### src/rtl/brew_sequencer.sv
// Coffee brew sequencer: walks a recipe through timed valve stages,
// arming an external timer per stage and guarding it with a watchdog.
module brew_sequencer #(
  parameter int VALUE_W  = 4,
  parameter int WD_W     = 32,
  parameter int WD_LIMIT = 500_000_000
) (
  input  logic               clk_100MHz,
  input  logic               rst,
  input  logic               start,
  input  logic [1:0]         recipe,
  input  logic               cancel,
  input  logic               texpired,
  output logic [VALUE_W-1:0] value,
  output logic               start_timer,
  output logic               valve_water,
  output logic               valve_coffee,
  output logic               valve_milk,
  output logic               valve_choc,
  output logic [1:0]         stage,
  output logic               busy,
  output logic               done,
  output logic               aborted,
  output logic               fault
);

  typedef enum logic [2:0] {
    S_IDLE,
    S_SELECT,
    S_ARM,
    S_WAIT,
    S_DONE,
    S_FAULT
  } state_t;

  state_t state_q, state_d;
  logic [1:0] stage_q, stage_d;
  logic [1:0] recipe_q, recipe_d;
  logic [WD_W-1:0] wd_q, wd_d, wd_inc;
  logic guard_q, guard_d;
  logic abort_q, abort_d;
  logic [VALUE_W-1:0] code;
  logic open;

  // Duration code per {recipe, stage}; zero means the stage is skipped.
  always_comb begin
    code = '0;
    case ({recipe_q, stage_q})
      4'b00_01: code = VALUE_W'(3);
      4'b01_00: code = VALUE_W'(5);
      4'b01_01: code = VALUE_W'(3);
      4'b10_01: code = VALUE_W'(3);
      4'b10_10: code = VALUE_W'(6);
      4'b11_01: code = VALUE_W'(3);
      4'b11_10: code = VALUE_W'(4);
      4'b11_11: code = VALUE_W'(2);
      default:  code = '0;
    endcase
  end

  assign wd_inc = (&wd_q) ? wd_q : wd_q + WD_W'(1);

  always_comb begin
    state_d  = state_q;
    stage_d  = stage_q;
    recipe_d = recipe_q;
    wd_d     = wd_q;
    guard_d  = 1'b0;
    abort_d  = 1'b0;
    unique case (state_q)
      S_IDLE: begin
        if (start && !cancel) begin
          recipe_d = recipe;
          stage_d  = 2'd0;
          state_d  = S_SELECT;
        end
      end
      S_SELECT: begin
        if (code != '0) begin
          state_d = S_ARM;
        end else if (stage_q != 2'd3) begin
          stage_d = stage_q + 2'd1;
        end else begin
          state_d = S_DONE;
        end
      end
      S_ARM: begin
        wd_d    = '0;
        guard_d = 1'b1;
        state_d = S_WAIT;
      end
      S_WAIT: begin
        // The first WAIT cycle may still see the previous stage's expiry.
        if (texpired && !guard_q) begin
          if (stage_q == 2'd3) begin
            state_d = S_DONE;
          end else begin
            stage_d = stage_q + 2'd1;
            state_d = S_SELECT;
          end
        end else if (!texpired) begin
          wd_d = wd_inc;
          if (wd_inc >= WD_W'(WD_LIMIT)) begin
            state_d = S_FAULT;
          end
        end
      end
      S_DONE:  state_d = S_IDLE;
      S_FAULT: state_d = S_FAULT;
      default: state_d = S_IDLE;
    endcase
    if (cancel && state_q != S_IDLE && state_q != S_FAULT) begin
      state_d = S_IDLE;
      abort_d = 1'b1;
    end
    if (state_d == S_IDLE || state_d == S_FAULT) begin
      stage_d = 2'd0;
    end
  end

  always_ff @(posedge clk_100MHz) begin
    if (rst) begin
      state_q  <= S_IDLE;
      stage_q  <= 2'd0;
      recipe_q <= 2'd0;
      wd_q     <= '0;
      guard_q  <= 1'b0;
      abort_q  <= 1'b0;
    end else begin
      state_q  <= state_d;
      stage_q  <= stage_d;
      recipe_q <= recipe_d;
      wd_q     <= wd_d;
      guard_q  <= guard_d;
      abort_q  <= abort_d;
    end
  end

  assign open         = (state_q == S_ARM) || (state_q == S_WAIT);
  assign value        = open ? code : '0;
  assign start_timer  = (state_q == S_ARM);
  assign valve_water  = open && (stage_q == 2'd0);
  assign valve_coffee = open && (stage_q == 2'd1);
  assign valve_milk   = open && (stage_q == 2'd2);
  assign valve_choc   = open && (stage_q == 2'd3);
  assign stage        = stage_q;
  assign busy         = (state_q == S_SELECT) || open;
  assign done         = (state_q == S_DONE);
  assign aborted      = abort_q;
  assign fault        = (state_q == S_FAULT);

endmodule
### config.mk
export PLATFORM = sky130hd
export DESIGN_NAME = brew_sequencer
export DESIGN_NICKNAME = d
export VERILOG_FILES = /design/src/rtl/brew_sequencer.sv
export SDC_FILE = /design/constraint.sdc
export NUM_CORES = 1
export LEC_CHECK = 0
export ABC_AREA = 1
export CAP_MARGIN = 15
export CELL_PAD_IN_SITES_DETAIL_PLACEMENT = 1
export CELL_PAD_IN_SITES_GLOBAL_PLACEMENT = 1
export CORE_MARGIN = 10
export CORE_UTILIZATION = 43
export DETAILED_ROUTE_END_ITERATION = 8
export PLACE_DENSITY = 0.95
export REMOVE_ABC_BUFFERS = 1
export SLEW_MARGIN = 20
export SYNTH_ARGS = -nofsm -noshare
export SYNTH_HDL_FRONTEND = slang
export SYNTH_SLANG_ARGS = --single-unit
### constraint.sdc
create_clock -name clk_100MHz -period 3.6 [get_ports clk_100MHz]
set_input_delay 0.36 -clock clk_100MHz [delete_from_list [all_inputs] [get_ports clk_100MHz]]
set_output_delay 0.36 -clock clk_100MHz [all_outputs]
set_load 0.01 [all_outputs]
# Word-level counts from Yosys, hierarchy flattened
# Memories as Yosys holds them, arrays and structs flattened.
# Cells that the tools add are included.
[word_totals]
regBits = 41
romBits = 48
input_bits = 7
out_inout_bits = 15
elab_cells = 75
memories = 1
[memory_table]
columns = ["memory", "depth", "width", "rd", "rd_clocked_by_memory_dff", "write_ports", "line_no", "rtl"]
rows = [
  ["(no name shown)", 16, 3, 1, 0, 0, "48", "case ({recipe_q, stage_q})"],
]
[op_classes]
n_addsub = 2
order_cmp = 1
n_eq_ne = 18
n_mux = 22
reduce_logical = 25
[ops]
columns = ["cell", "count"]
rows = [
  ["32-bit two-way mux", 3],
  ["32-bit case mux with 2 select lines", 1],
  ["32-bit by 1-bit adder with 32-bit output (second input constant)", 1],
  ["32-bit by 29-bit greater-or-equal comparator with 1-bit output (second input constant)", 1],
  ["32-bit AND reduction", 1],
  ["3-bit two-way mux", 8],
  ["2-bit != test (second input constant)", 8],
  ["3-bit case mux with 5 select lines", 1],
  ["2-bit two-way mux", 5],
  ["3-bit == test (second input constant)", 3],
  ["1-bit logical AND", 8],
  ["3-bit by 2-bit == test with 1-bit output (second input constant)", 2],
  ["3-bit zero test", 2],
  ["2-bit case mux with 3 select lines", 1],
  ["6-bit AND reduction", 1],
  ["3-bit nonzero test", 2],
  ["2-bit == test (second input constant)", 2],
  ["4-bit two-way mux", 1],
  ["4-bit nonzero test", 1],
  ["3-bit by 1-bit == test with 1-bit output (second input constant)", 1],
  ["1-bit logical OR", 3],
  ["3-bit != test (second input constant)", 1],
  ["3-bit AND reduction", 1],
  ["2-bit by 1-bit adder with 2-bit output (second input constant)", 1],
  ["other kinds (7)", 9],
]

# Longest topological paths before layout
# Gate-level depths: netlist of the first run.
[depth]
word_depth = 11
depth_mapped = 24
ltp_nobuf = 24

# Least setup slack after synthesis of the first run
# Ideal clock, no wire load.
[synth_timing]
kind = "flip-flop to flip-flop"
from = "register wd_q[0]"
to = "register stage_q[0], in the netlist stage[0]"
setup_ns = 0.109
arrival_ns = 2.340
t_required_ns = 3.491
path_slack_ns = 1.151
path_stages_with_launch = 24
path_buffers = 1
synth_period_minus_slack_ns = 2.449
cell_sequence = "dfxtp_1 ha_1 nand2_2 nor2_4 nand2_2 nor2_4 nand3_4 buf_6 nand2_1 nand2_1 nor2_1 nand2_1 nor2_1 nand2_1 nand2_1 nand2_1 nand2_1 nand2_1 nand2_1 inv_1 nand3_1 nand3_1 nand2_1 inv_1"
[synth_via]
elab_chain_len = 11
elab_cells_between_ends = 13
cone_classes = "add/sub (1); order compare (1); eq/ne (1); mux (6); reduce/logical (4)"
[synth_rtl]
columns = ["element", "line_no", "rtl"]
rows = [
  ["start, declared", "39", "logic [WD_W-1:0] wd_q, wd_d, wd_inc;"],
  ["start signal, assigned", "133", "wd_q <= wd_d;"],
  ["32-bit by 1-bit adder with 32-bit output / 32-bit AND reduction (equally long branches)", "61", "assign wd_inc = (&wd_q) ? wd_q : wd_q + WD_W'(1);"],
  ["32-bit two-way mux *", "61", ""],
  ["32-bit by 29-bit greater-or-equal comparator with 1-bit output *", "103", "if (wd_inc >= WD_W'(WD_LIMIT)) begin"],
  ["3-bit two-way mux *", "103", ""],
  ["3-bit two-way mux *", "101", "end else if (!texpired) begin"],
  ["3-bit two-way mux *", "94", "if (texpired && !guard_q) begin"],
  ["3-bit case mux with 5 select lines *", "70", "unique case (state_q)"],
  ["3-bit two-way mux *", "112", "if (cancel && state_q != S_IDLE && state_q != S_FAULT) begin"],
  ["3-bit == test / 3-bit zero test (equally long branches)", "116", "if (state_d == S_IDLE || state_d == S_FAULT) begin"],
  ["1-bit logical OR *", "116", ""],
  ["2-bit OR reduction (no source line) *", "--", ""],
  ["end signal, assigned", "131", "stage_q <= stage_d;"],
  ["end, declared", "37", "logic [1:0] stage_q, stage_d;"],
]
# Every way passes the cells marked *; elsewhere a longest branch is shown, timed or not.
# A chain may end at the register's enable or synchronous reset.

# Final worst setup path of the first run
[layout_timing]
from = "register wd_q[0]"
to = "register stage_q[1], in the netlist stage[1]"
# Same word-level chain as after synthesis.

==> results of run 1 <==
-- per-stage QoR --
step	setup WS [ns]	cell area, µm²	util	power, W
after floorplan	1.10	2940	-	0.000538
after detailed placement	0.402	3280	0.483	0.000589
after global routing	0.0122	3400	0.500	0.00101
final	0.330	3400	0.500	0.000966
after CTS	0.348	3400	0.500	0.000974
after global placement	0.740	3280	0.483	0.000583
-- power by group through the flow --
stage / clock network, W / registers [W] / logic [W]
4_1_cts: 0.000395 / 0.000464 / 0.000115
2_1_floorplan: 0 / 0.000474 / 0.0000642
6_report: 0.000387 / 0.000464 / 0.000115
3_3_place_gp: 0 / 0.000474 / 0.000109
3_5_place_dp: 0 / 0.000474 / 0.000115
5_1_grt: 0.000416 / 0.000465 / 0.000130
-- path summary, 6_finish.rpt --
check | slack, ns | cells after the start | to
max reg2reg | 0.33 | 23 | stage[1]
max | 0.33 | 23 | stage[1]
min | 0.52 | 2 | wd_q[11]
min reg2reg | 0.52 | 2 | wd_q[11]
-- cells in the final DEF (no fill, tap or decap), types with 3 or more instances in the layout --
cell	count
a211oi_1	3
a21oi_1	36
buf_4	3
clkbuf_8	5
clkdlybuf4s50_1	20
dfxtp_1	41
ha_1	5
inv_1	51
nand2_1	212
nand3_1	31
nand3b_1	3
nand4_1	3
nor2_1	94
o21ai_0	15
o21ai_1	3
xnor2_1	6
xor2_1	5
-- kinds of logic (layout without fill, tap and decap cells) --
| kind of cell | Yosys count | in the layout | share of synthesized area |
|---|---|---|---|
| xor gates and xnor gates | 11 | 11 | 0.0321 |
| adders and majority gates | 5 | 5 | 0.0209 |
| DFF | 41 | 41 | 0.274 |
| AOI/OAI and AO/OA | 63 | 63 | 0.113 |
| and+or+nand+nor | 350 | 350 | 0.470 |
| other | 1 | 1 | 0.00125 |
| buffers and inverters | 68 | 86 | 0.0894 |
-- worst max-delay path, stage by stage (launching register included) --
cell and delay (ns):
dfxtp_1 0.48, ha_1 0.32, nand2_2 0.10, nor2_4 0.15, nand2_2 0.13, nor2_4 0.17
nand3_4 0.26, inv_2 0.26, nor2_1 0.10, nand2_1 0.07, nor2_1 0.04, nand2_1 0.07
nor2_1 0.05, nor2_1 0.14, nand2_1 0.09, nand2_1 0.11, nand2_1 0.06, nand2_1 0.08
nand2_1 0.08, inv_1 0.10, nand3_1 0.11, nand3_1 0.11, nand2_1 0.05, inv_1 0.05
-- routing by layer --
metal / up-vias / share of wire / track usage
li1: 1712 / - / -
met1: 1637 / 0.45 / 0.246
met2: 63 / 0.49 / 0.332
met3: 16 / 0.047 / 0.0352
met4: 0 / 0.018 / 0.0610
met5: - / 0 / 0
-- sequential cells by signal, indices dropped and copies added, names as in the netlist --
signal	cells
aborted	1
guard_q	1
recipe_q	2
stage	2
state_q	3
wd_q	32
-- layout make-up --
cell class / count / area (µm²) / area share
clock buffers: 5 / 68.8 / 0.0202
clock inverters: 3 / 46.3 / 0.0136
inverters: 55 / 206 / 0.0607
multi-input cells: 430 / 1910 / 0.563
flip-flops and latches: 41 / 821 / 0.241
well taps: 96 / 120 / 0.0353
repair buffers: 23 / 223 / 0.0655
==> summary.txt, run 1 <==
Starting Density: 0.441
Max Slew Vio Count: 0
Hold-fix buffers, CTS: 0
Post-CTS Resized: 0
Final GP Congestion: 0.990
Synth top area share: 0.274
fin crit period: 3.27 ns
initial antenna violation count: 0
Combinational Power Share: 0.119
worst ir drop on vdd: 0.178 mV
Total GRT Usage: 0.196
critical path data arrival time: 3.51 ns
Post-synth top cells: nand2_1 (212), nor2_1 (95), inv_1 (51)
leading area contributor after synthesis: dfxtp_1
Max Clock Freq: 0.306 GHz
largest net degree at the start of global routing: 38
switching share of total power: 0.270
total number of vias: 3,428
Starting DRT DRC Count: 136
number of synthesized flops with an enable pin: 0
share of layout cells above drive strength 1: 0.0359
Max Root-Sink Buffers: 2
Layout fillers: 1,001
CP Capture Type: flop
worst r2r src: wd_q[0]
Top Ports: 22
# port buffers: 20
final std cells w/o fill: 653
post-synth cell types: 28
Die Span Y: 103 µm
worst-skew pair later-pin latency: 0.31 ns
max-cap check violation count: 0
vias per cell: 5.25
hold_sp: wd_q[11]
routed len/inst: 15.5 µm
clock sink count: 41
synthesis-to-finish area growth: 13.4%
power share of the clock group: 0.401
Root Buffer: clkbuf_8
crit path launch: wd_q[0]
Net Sw Power: 0.000260 W
Pleak: 1.30 nW
skew final: 0.0157 ns
layout net count: 568
first-pass GRT wire length: 16,700 µm
count leader, synth: nand2_1
drt first pass iters: 4
post-DP HPWL: 7980 µm
register share of total power: 0.480
setup TNS: 0 ns
Remaining Overflow, GRT: 0
Hold Vio Cnt, Final: 0
Worst Hold Class: reg2reg
vias in the first global route: 3,573
maximum fanout along the worst path: 24
Max-slew headroom: 0.532
core area: 6790 µm²
Detail Route Antenna Nets: 0
Worst setup SP type: flop
Final Cycle Share: 0.908
register area share after synthesis: 0.274
# rows: 30
Die ar.: 10,700 µm²
Synth area leaders: dfxtp_1 (27%), nand2_1 (27%), nor2_1 (12%)
synthesized flop and latch total: 41
Mean Syn Cell Area: 5.56 µm²
DRC: 0
total routed wirelength: 10,100 µm
post-synthesis async set-or-reset flop share: 0
Post-CTS Setup Inserts: 0
Synth Instances: 539
P_int: 0.000705 W
CTS tree: yes
synth warn: 0
dpl cells: 645
CTS clk-pin slew, worst paths: 0.10 ns
RSZ-0062 raised after global routing: false
Post-Syn Area: 3000 µm²
outcome: complete, no violations
Die X: 103 µm
CP Class: reg2reg
Max H-tree Level: 2
setup violators final: 0
CP required: 3.84 ns
Least-Margin Pin Slew: 0.702 ns
ys flop type: dfxtp_1
pwr dens: 284 nW/µm²
total CTS buffers: 5
diode count: 0
Fin Hold WS: 0.521 ns
No activity file was read; power rests on OpenSTA's default activity.
==> run 2, diff against run 1 <==
CORE_ASPECT_RATIO = 0.7   (was default)
PLACE_DENSITY = default   (was 0.95)
PLACE_DENSITY_LB_ADDON = 0.1   (was default)
==> run 2 against run 1 <==
Against the previous run: global-route usage shrank 0.43 points; utilization grew 0.26 points; critical path depth shrank 2; clock power grew 3%; fmax grew 3.3%; routed wire length grew 2.8%; worst setup slack gained 0.10 ns; flip-flop and latch count is the same; count of clock-buffer cells in the layout grew 2; critical path type unchanged; largest power group unchanged; highest routed layer unchanged.
==> summary.txt, run 2 (synthesis results as in run 1) <==
outcome: complete, no violations (unchanged)
Largest Register: wd_q (unchanged)
worst r2r src: wd_q[0] (unchanged)
Final Cycle Share: 0.880 (was 0.908)
vias in the first global route: 3,372 (was 3,573)
worst-skew pair later-pin latency: 0.31 ns (about the same)
RSZ-0062 raised after global routing: false (unchanged)
Post-CTS Resized: 0 (unchanged)
vias per cell: 5.23 (was 5.25)
largest net degree at the start of global routing: 33 (was 38)
Max Slew Vio Count: 0 (unchanged)
CP Capture Type: flop (unchanged)
Worst setup SP type: flop (unchanged)
# rows: 25 (was 30)
Max-slew headroom: 0.414 (was 0.532)
Total GRT Usage: 0.192 (was 0.196)
Top Registers: wd_q: 32 flops, state_q: 3 flops (unchanged)
Starting Density: 0.444 (was 0.441)
Max H-tree Level: 2 (unchanged)
Post-CTS Setup Inserts: 0 (unchanged)
Remaining Overflow, GRT: 0 (unchanged)
crit path launch: wd_q[0] (unchanged)
pre-CTS setup slack: 0.499 ns (was 0.402 ns)
routed len/inst: 16.0 µm (was 15.5 µm)
initial antenna violation count: 0 (unchanged)
setup violators final: 0 (unchanged)
Least-Margin Pin Slew: 0.876 ns (was 0.702 ns)
hold_sp: wd_q[31] (was wd_q[11])
# port buffers: 20 (unchanged)
critical path data arrival time: 3.42 ns (was 3.51 ns)
min setup slack post-route: 0.433 ns (was 0.330 ns)
Hold Vio Cnt, Final: 0 (unchanged)
DRC: 0 (unchanged)
Top Ports: 22 (unchanged)
skew final: 0.00787 ns (was 0.0157 ns)
Worst Hold Class: reg2reg (unchanged)
commonest non-fill, non-tap cell in the layout: nand2_1 (unchanged)
CTS tree: yes (unchanged)
synthesis-to-finish area growth: 13.4% (about the same)
setup TNS: 0 ns (unchanged)
fin crit period: 3.17 ns (was 3.27 ns)
Pleak: 1.31 nW (was 1.30 nW)
layout net count: 568 (unchanged)
maximum fanout along the worst path: 24 (unchanged)
CP Class: reg2reg (unchanged)
core area: 6760 µm² (was 6790 µm²)
total routed wirelength: 10,400 µm (was 10,100 µm)
Max Root-Sink Buffers: 2 (unchanged)
worst ir drop on vdd: 0.178 mV (about the same)
Max Clock Freq: 0.316 GHz (was 0.306 GHz)
Hold-fix buffers, CTS: 0 (unchanged)
first-pass GRT wire length: 17,300 µm (was 16,700 µm)
Starting DRT DRC Count: 208 (was 136)
Detail Route Antenna Nets: 0 (unchanged)
commonest non-fill, non-tap cells in the layout: nand2_1 (212), nor2_1 (94), inv_1 (51) (unchanged)
Die Span Y: 89.8 µm (was 103 µm)
total CTS buffers: 5 (unchanged)
pwr dens: 289 nW/µm² (was 284 nW/µm²)
CTS clk-pin slew, worst paths: 0.08 ns (was 0.10 ns)
Die ar.: 10,800 µm² (was 10,700 µm²)
drt first pass iters: 5 (was 4)
max-cap check violation count: 0 (unchanged)
Root Buffer: clkbuf_8 (unchanged)
diode count: 0 (unchanged)
Final GP Congestion: 0.957 (was 0.990)
total number of vias: 3,406 (was 3,428)
share of layout cells above drive strength 1: 0.0341 (was 0.0359)
Die X: 120 µm (was 103 µm)
post-DP HPWL: 8260 µm (was 7980 µm)
CP required: 3.85 ns (was 3.84 ns)
clock sink count: 41 (unchanged)
max FFs per register: 32 (unchanged)
## run 2: metrics by stage
step	instance area [µm²]	util	std cells	hold WS, ns	power (W)
floorplan	2940	-	526	0.429	0.000538
global placement	3280	0.486	643	0.481	0.000587
detailed placement	3280	0.486	643	0.500	0.000594
CTS	3400	0.503	651	0.511	0.000991
global route	3400	0.503	651	0.549	0.00102
finish	3400	0.503	651	0.508	0.000981
## run 2: where the power goes
part / switching, W / internal, W / total (W)
logic: 0.0000816 / 0.0000383 / 0.000120
clock network: 0.000171 / 0.000226 / 0.000398
registers: 0.00000432 / 0.000459 / 0.000464
total: 0.000257 / 0.000724 / 0.000981
## run 2: path summary, 6_finish.rpt
path,to,slack (ns),depth (start not counted)
max reg2reg,stage[1],0.43,21
max,stage[1],0.43,21
min reg2reg,wd_q[31],0.51,2
min,wd_q[31],0.51,2
## run 2: layout make-up
class	count	area [µm²]
fillers	1015	3360
multi-input cells	430	1910
flip-flops and latches	41	821
repair buffers	23	223
inverters	55	206
well taps	94	118
clock buffers	7	86.3
clock inverters	1	30.0
## run 2: critical path, stage by stage (launching register included)
cell     delay [ns]
dfxtp_1        0.47
ha_1           0.32
nand2_2        0.09
nor2_4         0.15
nand2_2        0.13
nor2_4         0.18
nand3_4        0.26
inv_2          0.29
nor2_1         0.08
nand2_1        0.09
nor2_1         0.05
nand2_1        0.08
nor2_1         0.05
nor2_1         0.08
nand2_1        0.06
nand2_1        0.10
nand2_1        0.09
a21oi_1        0.18
nand3_1        0.09
nand3_1        0.14
nand2_1        0.06
inv_1          0.05
## run 2: metal layers
metal | track usage | up-vias | share of wire
li1 | - | 1709 | -
met1 | 0.287 | 1622 | 0.54
met2 | 0.271 | 66 | 0.40
met3 | 0.0400 | 9 | 0.050
met4 | 0.0391 | 0 | 0.0086
met5 | 0 | - | 0
